<file path="src/rtl/noc_multi_stream_controller.sv">
// Multi-channel GLB->GIN NoC controller. NUM_CH channels share one GLB read port
// through a round-robin arbiter; each granted channel bursts pack_n GLB words, packs
// them LSB-first into one GIN word and writes it together with its (row,col) tag.
module noc_multi_stream_controller #(
   parameter int unsigned NUM_CH     = 4,
   parameter int unsigned ADDR_WIDTH = 20,
   parameter int unsigned DATA_WIDTH = 16,
   parameter int unsigned PACK       = 4,
   parameter int unsigned ROW_TAG_W  = 4,
   parameter int unsigned COL_TAG_W  = 5,
   parameter int unsigned ROW_MAJOR  = 1,
   localparam int unsigned PN_W      = $clog2(PACK + 1),
   localparam int unsigned OUT_WIDTH = DATA_WIDTH * PACK
) (
   input  logic                          clk,
   input  logic                          reset,
   input  logic                          start,
   output logic                          done,
   input  logic [NUM_CH-1:0]             ch_en,
   input  logic [NUM_CH*ADDR_WIDTH-1:0]  base_addr,
   input  logic [NUM_CH*ROW_TAG_W-1:0]   num_rows,
   input  logic [NUM_CH*COL_TAG_W-1:0]   num_cols,
   input  logic [NUM_CH*PN_W-1:0]        pack_n,
   output logic [NUM_CH-1:0]             ch_done,
   output logic                          glb_re,
   output logic [ADDR_WIDTH-1:0]         glb_addr,
   input  logic [DATA_WIDTH-1:0]         glb_din,
   input  logic [NUM_CH-1:0]             gin_full,
   input  logic [NUM_CH-1:0]             tags_full,
   output logic [NUM_CH-1:0]             gin_we,
   output logic [OUT_WIDTH-1:0]          gin_dout,
   output logic [NUM_CH-1:0]             tags_we,
   output logic [ROW_TAG_W-1:0]          row_tag,
   output logic [COL_TAG_W-1:0]          col_tag
);

   localparam int unsigned CH_W = (NUM_CH > 1) ? $clog2(NUM_CH) : 1;

   typedef enum logic [1:0] {StIdle, StArb, StRead, StWrite} state_e;

   state_e                 state_q, state_d;
   logic                   done_q, done_d;
   logic [NUM_CH-1:0]      ch_done_q, ch_done_d;
   logic [NUM_CH-1:0]      en_q, en_d;
   logic [ROW_TAG_W-1:0]   rows_q [NUM_CH];
   logic [ROW_TAG_W-1:0]   rows_d [NUM_CH];
   logic [COL_TAG_W-1:0]   cols_q [NUM_CH];
   logic [COL_TAG_W-1:0]   cols_d [NUM_CH];
   logic [PN_W-1:0]        pn_q   [NUM_CH];
   logic [PN_W-1:0]        pn_d   [NUM_CH];
   logic [ADDR_WIDTH-1:0]  addr_q [NUM_CH];
   logic [ADDR_WIDTH-1:0]  addr_d [NUM_CH];
   logic [ROW_TAG_W-1:0]   row_q  [NUM_CH];
   logic [ROW_TAG_W-1:0]   row_d  [NUM_CH];
   logic [COL_TAG_W-1:0]   col_q  [NUM_CH];
   logic [COL_TAG_W-1:0]   col_d  [NUM_CH];
   // rr_q holds the first index to consider, i.e. one past the last granted channel
   logic [CH_W-1:0]        rr_q, rr_d;
   logic [CH_W-1:0]        gnt_q, gnt_d;
   logic [PN_W-1:0]        k_q, k_d;
   logic [OUT_WIDTH-1:0]   pack_q, pack_d;

   logic [NUM_CH-1:0]      eligible;
   logic                   gnt_found;
   logic [CH_W-1:0]        gnt_idx;

   // Round-robin search starting at rr_q; full flags only matter at grant time
   always_comb begin
      int idx;
      idx       = 0;
      gnt_found = 1'b0;
      gnt_idx   = '0;
      eligible  = en_q & ~ch_done_q & ~gin_full & ~tags_full;
      for (int i = 0; i < int'(NUM_CH); i++) begin
         idx = int'(rr_q) + i;
         if (idx >= int'(NUM_CH)) idx = idx - int'(NUM_CH);
         if (!gnt_found && eligible[idx]) begin
            gnt_found = 1'b1;
            gnt_idx   = CH_W'(idx);
         end
      end
   end

   // Next-state logic: config latch, arbitration, burst read and tag counter advance
   always_comb begin
      logic [PN_W-1:0]      pn_raw;
      logic                 act;
      logic                 any_act;
      logic                 last_row;
      logic                 last_col;
      int                   slot;
      pn_raw    = '0;
      act       = 1'b0;
      any_act   = 1'b0;
      last_row  = 1'b0;
      last_col  = 1'b0;
      slot      = 0;
      state_d   = state_q;
      done_d    = done_q;
      ch_done_d = ch_done_q;
      en_d      = en_q;
      rows_d    = rows_q;
      cols_d    = cols_q;
      pn_d      = pn_q;
      addr_d    = addr_q;
      row_d     = row_q;
      col_d     = col_q;
      rr_d      = rr_q;
      gnt_d     = gnt_q;
      k_d       = k_q;
      pack_d    = pack_q;

      unique case (state_q)
         StIdle: begin
            if (start) begin
               done_d = 1'b0;
               en_d   = ch_en;
               for (int c = 0; c < int'(NUM_CH); c++) begin
                  rows_d[c] = num_rows[c*ROW_TAG_W +: ROW_TAG_W];
                  cols_d[c] = num_cols[c*COL_TAG_W +: COL_TAG_W];
                  addr_d[c] = base_addr[c*ADDR_WIDTH +: ADDR_WIDTH];
                  row_d[c]  = '0;
                  col_d[c]  = '0;
                  // Clamp transfer length into 1..PACK
                  pn_raw = pack_n[c*PN_W +: PN_W];
                  if (pn_raw == '0) pn_d[c] = PN_W'(1);
                  else if (pn_raw > PN_W'(PACK)) pn_d[c] = PN_W'(PACK);
                  else pn_d[c] = pn_raw;
                  act = ch_en[c] && (rows_d[c] != '0) && (cols_d[c] != '0);
                  ch_done_d[c] = !act;
                  any_act = any_act | act;
               end
               // Nothing to move: report completion right away
               if (any_act) state_d = StArb;
               else done_d = 1'b1;
            end
         end
         StArb: begin
            if (&ch_done_q) begin
               state_d = StIdle;
               done_d  = 1'b1;
            end else if (gnt_found) begin
               gnt_d   = gnt_idx;
               rr_d    = (gnt_idx == CH_W'(NUM_CH - 1)) ? '0 : gnt_idx + CH_W'(1);
               k_d     = '0;
               pack_d  = '0;
               state_d = StRead;
            end
         end
         StRead: begin
            addr_d[gnt_q] = addr_q[gnt_q] + ADDR_WIDTH'(1);
            // glb_din carries the word requested one cycle earlier
            if (k_q != '0) begin
               slot = int'(k_q) - 1;
               pack_d[slot*DATA_WIDTH +: DATA_WIDTH] = glb_din;
            end
            k_d = k_q + PN_W'(1);
            if (k_q == pn_q[gnt_q] - PN_W'(1)) state_d = StWrite;
         end
         StWrite: begin
            last_row = (row_q[gnt_q] == rows_q[gnt_q] - ROW_TAG_W'(1));
            last_col = (col_q[gnt_q] == cols_q[gnt_q] - COL_TAG_W'(1));
            if (ROW_MAJOR != 0) begin
               if (last_col) begin
                  col_d[gnt_q] = '0;
                  if (last_row) begin
                     row_d[gnt_q]     = '0;
                     ch_done_d[gnt_q] = 1'b1;
                  end else begin
                     row_d[gnt_q] = row_q[gnt_q] + ROW_TAG_W'(1);
                  end
               end else begin
                  col_d[gnt_q] = col_q[gnt_q] + COL_TAG_W'(1);
               end
            end else begin
               if (last_row) begin
                  row_d[gnt_q] = '0;
                  if (last_col) begin
                     col_d[gnt_q]     = '0;
                     ch_done_d[gnt_q] = 1'b1;
                  end else begin
                     col_d[gnt_q] = col_q[gnt_q] + COL_TAG_W'(1);
                  end
               end else begin
                  row_d[gnt_q] = row_q[gnt_q] + ROW_TAG_W'(1);
               end
            end
            state_d = StArb;
         end
         default: state_d = StIdle;
      endcase
   end

   // Outputs decoded from registered state; the last packed word bypasses pack_q
   always_comb begin
      int last;
      last     = 0;
      glb_re   = 1'b0;
      glb_addr = '0;
      gin_we   = '0;
      tags_we  = '0;
      gin_dout = '0;
      row_tag  = '0;
      col_tag  = '0;
      if (state_q == StRead) begin
         glb_re   = 1'b1;
         glb_addr = addr_q[gnt_q];
      end
      if (state_q == StWrite) begin
         last           = int'(pn_q[gnt_q]) - 1;
         gin_we[gnt_q]  = 1'b1;
         tags_we[gnt_q] = 1'b1;
         gin_dout       = pack_q;
         gin_dout[last*DATA_WIDTH +: DATA_WIDTH] = glb_din;
         row_tag        = row_q[gnt_q];
         col_tag        = col_q[gnt_q];
      end
   end

   assign done    = done_q;
   assign ch_done = ch_done_q;

   // State registers with asynchronous active-low reset
   always_ff @(posedge clk or negedge reset) begin
      if (!reset) begin
         state_q   <= StIdle;
         done_q    <= 1'b0;
         ch_done_q <= '0;
         en_q      <= '0;
         rr_q      <= '0;
         gnt_q     <= '0;
         k_q       <= '0;
         pack_q    <= '0;
         for (int c = 0; c < int'(NUM_CH); c++) begin
            rows_q[c] <= '0;
            cols_q[c] <= '0;
            pn_q[c]   <= '0;
            addr_q[c] <= '0;
            row_q[c]  <= '0;
            col_q[c]  <= '0;
         end
      end else begin
         state_q   <= state_d;
         done_q    <= done_d;
         ch_done_q <= ch_done_d;
         en_q      <= en_d;
         rr_q      <= rr_d;
         gnt_q     <= gnt_d;
         k_q       <= k_d;
         pack_q    <= pack_d;
         rows_q    <= rows_d;
         cols_q    <= cols_d;
         pn_q      <= pn_d;
         addr_q    <= addr_d;
         row_q     <= row_d;
         col_q     <= col_d;
      end
   end

endmodule
</file>
<file path="config.mk">
export PLATFORM = sky130hd
export DESIGN_NAME = noc_multi_stream_controller
export DESIGN_NICKNAME = d
export VERILOG_FILES = /design/src/rtl/noc_multi_stream_controller.sv
export SDC_FILE = /design/constraint.sdc
export NUM_CORES = 1
export LEC_CHECK = 0
export ABC_AREA = 1
export CORE_ASPECT_RATIO = 0.75
export CORE_UTILIZATION = 49
export DETAILED_ROUTE_END_ITERATION = 8
export PLACE_DENSITY = 0.77
export SYNTH_ARGS = -nofsm -noshare
export SYNTH_HDL_FRONTEND = slang
export SYNTH_SLANG_ARGS = --single-unit
</file>
<file path="constraint.sdc">
create_clock -name clk -period 3.7 [get_ports clk]
set_clock_uncertainty 0.1 [all_clocks]
set_input_delay 0.74 -clock clk [delete_from_list [all_inputs] [get_ports clk]]
set_output_delay 0.74 -clock clk [all_outputs]
set_load 0.01 [all_outputs]
</file>
# After elaboration in Yosys (flattened, before gate mapping)

Index checks and enable logic that the tools add are counted.

Bits in registers: 246
Bits in latches: 0
Memory bits (writable): 0
ROM bits: 0
Input port bits: 159
Logic and storage cells: 253
Memories kept: 0

$add $sub $neg: 19
$mul: 0
Divide/modulo/power cells: 0
Order comparisons: 16
Equal/unequal tests: 17
Shifts and indexed selects: 4
Mux-type cells: 100
Bitwise gates (word level): 16
Reduce and logical (&&, ||, !) cells: 49

Operators by type and width:

| cell                     | count |
|---|---|
| $mux 64                  | 4 |
| $pmux 80 s2              | 1 |
| $bwmux 64                | 2 |
| $lt 32x4->1 const B      | 4 |
| $mux 32                  | 4 |
| $pmux 64 s2              | 1 |
| $shift 16x34->64 const A | 2 |
| $shiftx 16x34->64        | 2 |
| $mux 20                  | 6 |
| $bwmux 80                | 1 |
| $mux 80                  | 1 |
| $neg 32->34              | 2 |
| $mux 16                  | 3 |
| $bmux 20 s2              | 1 |
| $demux 20 s2             | 1 |
| $mux 4                   | 10 |
| $pmux 20 s2              | 1 |
| $mux 3                   | 12 |
| $pmux 16 s2              | 1 |
| $mux 5                   | 6 |
| $add 20x1->20 const B    | 1 |
| $and 20x20->20           | 1 |
| $bmux 5 s2               | 2 |
| $bwmux 20                | 1 |
| other kinds (58)         | 151 |

# Longest topological paths before layout

Gate-level depths: netlist of run 1.

Depth after elaboration: 20
Gate-level depth with buffers: 20
Gate-level depth less buffers: 18

# Worst setup path after synthesis of run 1

No wires, ideal clock.

Path type: register to output
From: reg gnt_q[0]
To: out gin_dout[10]
Data arrival time: 3125 ps
Slack: -265 ps
Cell stages (with the launch flop): 18
Buffers on the path: 5
Path through: dfrtp_1 > buf_4 > nor2_2 > buf_2 > a22oi_1 > nand2_1 > inv_1 > clkbuf_1 > clkbuf_1 > ha_1 > nor3_1 > nand3_1 > nor2_1 > nand2_1 > nor2_1 > clkbuf_1 > nor2_1 > a211oi_1

Word-level cells in the longest chain between the ends: 9
Elaborated cells on any way between the ends: 10
Those cells by class: add/sub: 2; shift: 2; mux: 5; bitwise: 1

RTL lines:

| item                                                         | line | source |
|---|---|---|
| start, declared                                              | 59   | `logic [CH_W-1:0] gnt_q, gnt_d;` |
| start signal, assigned                                       | 248  | `gnt_q <= gnt_d;` |
| $not 2->3 (implied by the code) *                            | 210  | `last = int'(pn_q[gnt_q]) - 1;` |
| $bmux 3 s2 *                                                 | 210  |  |
| $mux 3 (implied by the code) * (2 in a row)                  | 210  |  |
| $sub 3x1->4 *                                                | 210  |  |
| $neg 32->34 *                                                | 214  | `gin_dout[last*DATA_WIDTH +: DATA_WIDTH] = glb_din;` |
| $shiftx 16x34->64 / $shift 16x34->64 (equally long branches) | 214  |  |
| $bwmux 64 *                                                  | 214  |  |
| $mux 64 *                                                    | 209  | `if (state_q == StWrite) begin` |
| end, declared                                                | 31   | `output logic [OUT_WIDTH-1:0] gin_dout,` |

Every way passes the cells marked *; elsewhere a longest branch is shown, timed or not. The select of a mux whose other input is x is not followed.

# Worst setup path in the final report of run 1

From: reg gnt_q[1]
To: out gin_dout[10]

The elaborated chain is that of the path after synthesis.

==> results of run 1 <==
## power groups by stage
stage          clock [mW]  combinational [mW]  sequential (mW)
2_1_floorplan           0                7.08             3.96
3_3_place_gp            0                9.92             4.08
3_5_place_dp            0                10.1             4.12
4_1_cts              2.64                10.7             4.08
5_1_grt              2.75                12.6             4.18
6_report             2.63                11.6             4.11
## per-layer routing
| metal | part of all wire | vias to the layer above | GRT usage |
|---|---|---|---|
| met4 | 0.030 | 0 | 0.109 |
| met5 | 0 | - | 0 |
| met3 | 0.11 | 143 | 0.0611 |
| met1 | 0.42 | 8641 | 0.486 |
| li1 | - | 8450 | - |
| met2 | 0.44 | 1158 | 0.517 |
## worst max-delay path, stage by stage (launching register included)
cell,delay [ns]
dfrtp_2,0.45
buf_6,0.15
nor2_4,0.12
inv_2,0.05
o22ai_1,0.14
or2_1,0.19
inv_4,0.09
ha_4,0.25
nor3_2,0.18
nand3_1,0.10
nor2_1,0.12
nand2_1,0.11
nor2_4,0.15
buf_6,0.14
nor2_1,0.05
a211oi_2,0.26
buf_2,0.19
## final timing paths
path                                 to  slack (ns)  cells after the start
setup / recovery           gin_dout[10]       -0.43                     16
hold / removal                 col_q[8]        0.11                      1
setup reg to reg               col_q[4]        0.26                     20
hold reg to reg              pack_q[38]        0.37                      2
max in group asynchronous    addr_q[67]        2.42                      2
min in group clk             pack_q[38]        0.37                      2
## per-stage QoR
stage	util	instance area, µm²
3_5_place_dp	0.607	19200
4_1_cts	0.635	20100
6_report	0.649	20600
3_3_place_gp	0.607	19200
2_1_floorplan	-	16000
5_1_grt	0.649	20600
## cell families after synthesis
family	count (synthesis)	share of synthesized area
and+or+nand+nor	1394	0.366
AOI/OAI and AO/OA	411	0.134
buffers and inverters	342	0.0864
DFF	246	0.386
adders and majority gates	23	0.0180
xor gates and xnor gates	17	0.0102
## Yosys cell counts (5+ instances only)
library cell,count,area [µm²]
buf_1,11,41.3
nand3_1,257,1290
xnor2_1,5,43.8
buf_2,29,145
a21oi_1,236,1180
a31oi_1,6,37.5
inv_1,193,724
clkinv_1,5,18.8
o21ai_0,140,701
nor2_1,249,935
ha_1,23,288
a211oi_1,5,37.5
nand4_1,58,363
a22oi_1,5,37.5
inv_2,7,26.3
xor2_1,11,96.3
nor2_2,7,43.8
nand2_1,772,2900
clkbuf_1,81,304
nand2_2,7,43.8
dfrtp_1,246,6160
o22ai_1,7,43.8
nor3_1,33,165
buf_4,15,113
## timing repair
item,in CTS,in global routing
cloned,3,4
pin swaps,5,22
buffers inserted,14,19
endpoints found under the setup margin,83,136
hold endpoints to repair,0,0
gates resized for setup,252,105
## final cells by class
type | count | area share
Clock inverter | 9 | 0.00426
Sequential cell | 246 | 0.300
Clock buffer | 36 | 0.0360
Inverter | 206 | 0.0383
Tap cell | 435 | 0.0265
Multi-Input combinational cell | 1845 | 0.425
Timing Repair Buffer | 376 | 0.171
## sequential cells by signal, summed over array words and instances (netlist names), named ones only
register / cells
row_q: 16
done: 1
cols_q: 20
pn_q: 12
pack_q: 64
ch_done: 4
k_q: 3
addr_q: 80
rows_q: 16
en_q: 4
rr_q: 1
gnt_q: 2
col_q: 20
state_q: 2
==> out/metrics.cfg, run 1 <==
[run_status]
status = finished with violations
violations = negative setup slack

[power_and_ir_drop]
seqPwrFrac = 0.224
comb_power_share = 0.632
vdd_drop_max_v = 0.000501
pwr-share-clk = 0.144
netSwitchingPower_mw = 9.50
cellPowerDensity_mw_per_mm2 = 891
p_leak_nw = 9.87
swShare = 0.519
power.total_mw = 18.3
p_int_mw = 8.81

[route]
drt_iter0_drc = 2206
routedWlPerCell_um = 18.6
drt-pass1-iter-count = 6
vias = 18400
postRouteAntennaNets = 0
drc = 0
wl_mm = 58.8
routed_via_density = 5.83

[global_route]
grt_start_max_net_pins = 93
grt_pass1_wl_mm = 90.1
grt_pass1_vias = 17000
gr-total-overflow = 0
antenna_found_initial = 0
globalRouteTotalUtil = 0.338

[cells_and_area]
num-fill-cells = 2797
final-seq-area_mm2 = 0.00616
antenna_cells = 0
fin_nets = 2884
finalNonFillerCells = 3153
multi_input_area_mm2 = 0.00873
layout-drive-gt1-share = 0.114
final_cell_mix = nand2_1 (767), nand3_1 (255), dfrtp_1 (244)
area_growth_syn_to_layout_pct = 28.8
mostFrequentLayoutCell = nand2_1

[synthesis]
synth_flop_cell = dfrtp_1
synth_area_mm2 = 0.0160
synth_cell_types = 42
synth.net_count = 2615
ys_seq_area_frac = 0.386
async_reset_ff_frac = 1.00
synth_edf_count = 0
ys_warn_count = 0
synth_cells = 2433
ys_ff_latch = 246
avgSynthCellArea_um2 = 6.56

[sta]
final.min_clock_period_ns = 4.13
worst_pin_slew_ns = 0.828
finalSetupViolations = 65
hold_viol = 0
slew_headroom = 0.448
timing.hold.ws_ns = 0.109
post-route-period-util = 1.12
slew_violations = 0
rsz0062_at_grt = yes
fin_tns_setup_ns = -15.92
clock.fmax_mhz = 242
fin_ws_ns = -0.427

[critical_path]
reg2reg_from = gnt_q[1]
path_class = reg2out
crit_arrival_ns = 3.29
critPathLaunchType = flop
crit_start = gnt_q[1]
required_ns = 2.86
end_kind = output port
worstPathMaxFanout = 5

[place]
io_buffer_count = 265
gp_congestion = 0.937
dp_cells = 3068
place_worst_setup_slack_ns = -0.323
dp_hpwl_mm = 38.7

[die]
die_area_mm2 = 0.0333
io_pins = 266
die_w_um = 210
die_height_um = 158
rows = 56
core-area_mm2 = 0.0317
start_util = 0.504

[run]
cap_violations = 0

[clock_network]
clock_latency_ns = 0.56
clockRootBuffer = clkbuf_16
cts_max_level = 1
clkSinkCount = 246
cts_tree = yes
cts_made_buffers = 27
clk_pin_slew_worst_paths_ns = 0.06
cts_buffer_depth = 3
ctsHoldBuffers = 0

[worst_hold_path]
hold_class = in2async

Power figures use the tool's default switching activity.
==> run 2: changes to the inputs <==
- TNS_END_PERCENT: not set -> 20
==> run 2 against run 1 <==
  * The flow still finishes with violations (negative setup slack)
  * Utilization decreased by 0.95 points
  * Largest power group unchanged
  * Die area unchanged
  * Highest routed layer unchanged
  * Cell area decreased by 1.5%
  * Non-clock buffer count decreased by 23
==> out/metrics.cfg, run 2 (same netlist as run 1, synthesis figures left out) <==
[cells_and_area]
final_cell_mix = nand2_1 (768), nand3_1 (255), nor2_1 (244), dfrtp_1 (244), a21oi_1 (223)
area_growth_syn_to_layout_pct = 26.9
top_regs = addr_q: 80 flops, pack_q: 64 flops
top_register = addr_q
antenna_cells = 0  ; unchanged
finalNonFillerCells = 3130  ; -0.73%
final-seq-area_mm2 = 0.00616  ; unchanged
layout-drive-gt1-share = 0.0980  ; -0.0165
multi_input_area_mm2 = 0.00869  ; -0.50%
postLayoutCoreUtil = 0.640  ; -0.00948
fin_nets = 2861  ; -0.80%
largest_register_ffs = 80  ; unchanged
mostFrequentLayoutCell = nand2_1
num-fill-cells = 2858  ; +2.2%

[power_and_ir_drop]
seqPwrFrac = 0.229  ; +0.005
swShare = 0.522  ; +0.00350
vdd_drop_max_v = 0.000516  ; +3.0%
netSwitchingPower_mw = 9.36  ; -1.5%
cellPowerDensity_mw_per_mm2 = 885  ; -0.69%
power.total_mw = 17.9  ; -2.1%
pwr-share-clk = 0.147  ; +0.003
p_int_mw = 8.56  ; -2.9%
p_leak_nw = 9.73  ; -1.4%
comb_power_share = 0.624  ; -0.008

[die]
rows = 56  ; unchanged
die_height_um = 158  ; unchanged
die_area_mm2 = 0.0333  ; unchanged
start_util = 0.504  ; unchanged
io_pins = 266  ; unchanged
die_w_um = 210  ; unchanged
core-area_mm2 = 0.0317  ; unchanged

[global_route]
antenna_found_initial = 0  ; unchanged
gr-total-overflow = 0  ; unchanged
grt_pass1_vias = 16900  ; -0.38%
grt_start_max_net_pins = 93  ; unchanged
globalRouteTotalUtil = 0.338  ; -0.000350
grt_pass1_wl_mm = 89.9  ; -0.18%

[sta]
fin_ws_ns = -0.340  ; +0.0864 ns
slew_headroom = 0.453  ; +0.00519
slew_violations = 0  ; unchanged
rsz0062_at_grt = yes
final.min_clock_period_ns = 4.04  ; -0.0864 ns
finalSetupViolations = 72  ; +11%
hold_viol = 0  ; unchanged
clock.fmax_mhz = 248  ; +2.1%
worst_pin_slew_ns = 0.820  ; -0.00767 ns
post-route-period-util = 1.09  ; -0.0233

[run]
cap_violations = 0  ; unchanged

[clock_network]
clkSinkCount = 246  ; unchanged
ctsHoldBuffers = 0  ; unchanged
cts_made_buffers = 27  ; unchanged
clock_latency_ns = 0.56  ; about the same
clockRootBuffer = clkbuf_16
cts_buffer_depth = 3  ; unchanged
clk_pin_slew_worst_paths_ns = 0.06  ; about the same
cts_tree = yes
cts_max_level = 1  ; unchanged

[place]
io_buffer_count = 265  ; unchanged
gp_congestion = 0.937  ; unchanged
dp_cells = 3068  ; unchanged
dp_hpwl_mm = 38.7  ; unchanged

[route]
drc = 0  ; unchanged
routed_via_density = 5.75  ; -1.4%
vias = 18000  ; -2.1%
drt-pass1-iter-count = 6  ; unchanged
drt_iter0_drc = 1956  ; -11%
postRouteAntennaNets = 0  ; unchanged
wl_mm = 57.4  ; -2.4%
routedWlPerCell_um = 18.3  ; -1.7%

[worst_hold_path]
hold_class = in2async

[critical_path]
end_kind = output port
reg2reg_from = k_q[1]
worstPathMaxFanout = 8  ; +3
reg2reg_to = pack_q[10]
worstRegToRegCells = 14  ; -30%
required_ns = 2.86  ; about the same
path_class = reg2out
crit_arrival_ns = 3.20  ; -0.09 ns
critPathLaunchType = flop
rrSetupSlack_ns = 0.27  ; about the same

[run_status]
violations = negative setup slack
status = finished with violations

-- run 2: cell types whose count changed in the layout (fill, tap and decap cells not counted), moves of 3 or more --
cell	previous run	this run
buf_4	80	68
dlygate4sd2_1	3	15
o21ai_0	122	130
buf_6	15	8
buf_2	53	48
o21ai_2	9	4
a21oi_1	219	223
a21oi_2	17	13
buf_12	10	7
clkbuf_2	4	1
clkdlybuf4s15_2	3	0
o21ai_1	11	8
-- run 2: power by group through the flow --
stage | registers, mW | clock network (mW) | logic [mW]
6_report | 4.10 | 2.63 | 11.2
4_1_cts | 4.08 | 2.64 | 10.5
2_1_floorplan | 3.96 | 0 | 7.08
3_3_place_gp | 4.08 | 0 | 9.92
3_5_place_dp | 4.12 | 0 | 10.1
5_1_grt | 4.18 | 2.75 | 12.2
-- run 2: metrics by stage --
stage               setup WS [ns]  hold slack, ns  cell area (µm²)  setup TNS [ns]
global route               -0.450           0.169            20300          -21.65
detailed placement         -0.323           0.358            19200           -4.29
finish                     -0.340          0.0934            20300          -12.66
global placement           -0.163           0.355            19200           -2.04
CTS                        -0.252           0.160            20100           -9.56
floorplan                 0.00855           0.337            16000               0
-- run 2: critical path: stages, from the launching register on --
cell	delay, ns
dfrtp_2	0.47
buf_12	0.15
nor2_4	0.11
inv_2	0.05
o22ai_1	0.10
or2_1	0.17
inv_4	0.08
ha_4	0.25
nor3_2	0.17
nand3_1	0.10
nor2_1	0.10
nand2_1	0.09
nor2_4	0.15
buf_6	0.14
buf_8	0.13
o21ai_2	0.06
a21oi_1	0.15
buf_2	0.17
-- run 2: area by class of cell --
class / count / area share
Multi-Input combinational cell: 1845 / 0.429
Inverter: 206 / 0.0390
Sequential cell: 246 / 0.304
Clock buffer: 36 / 0.0365
Clock inverter: 9 / 0.00432
Tap cell: 435 / 0.0269
Timing Repair Buffer: 353 / 0.160
-- run 2: what timing repair did --
action                                  in CTS  in global routing
setup buffers                                8                  6
pin swaps                                    5                 14
gates cloned                                 2                  1
endpoints found under the hold margin        0                  0
endpoints found under the setup margin      83                141
gates resized for setup                    217                 75
-- run 2: worst max-delay path by stage --
stage                   from            to  cells past startpoint
finish              gnt_q[0]   gin_dout[7]                     17
global route        gnt_q[0]   gin_dout[7]                     17
CTS                 gnt_q[0]  gin_dout[15]                     17
detailed placement  gnt_q[1]   gin_dout[7]                     17
global placement    gnt_q[1]  gin_dout[12]                     17
floorplan           gnt_q[0]  gin_dout[10]                     17
-- run 2: metal layers --
| metal | part of all wire | vias up | global-route usage |
|---|---|---|---|
| met4 | 0.026 | 0 | 0.109 |
| met5 | 0 | - | 0 |
| met3 | 0.11 | 105 | 0.0607 |
| met1 | 0.43 | 8458 | 0.486 |
| met2 | 0.44 | 1047 | 0.517 |
| li1 | - | 8395 | - |
==> run 3: changes to the inputs <==
- GPL_TIMING_DRIVEN: not set -> 1
- HOLD_SLACK_MARGIN: not set -> 0.05
==> results of run 3 <==
No change in the layout: final DEF, timing and power equal those of run 2.
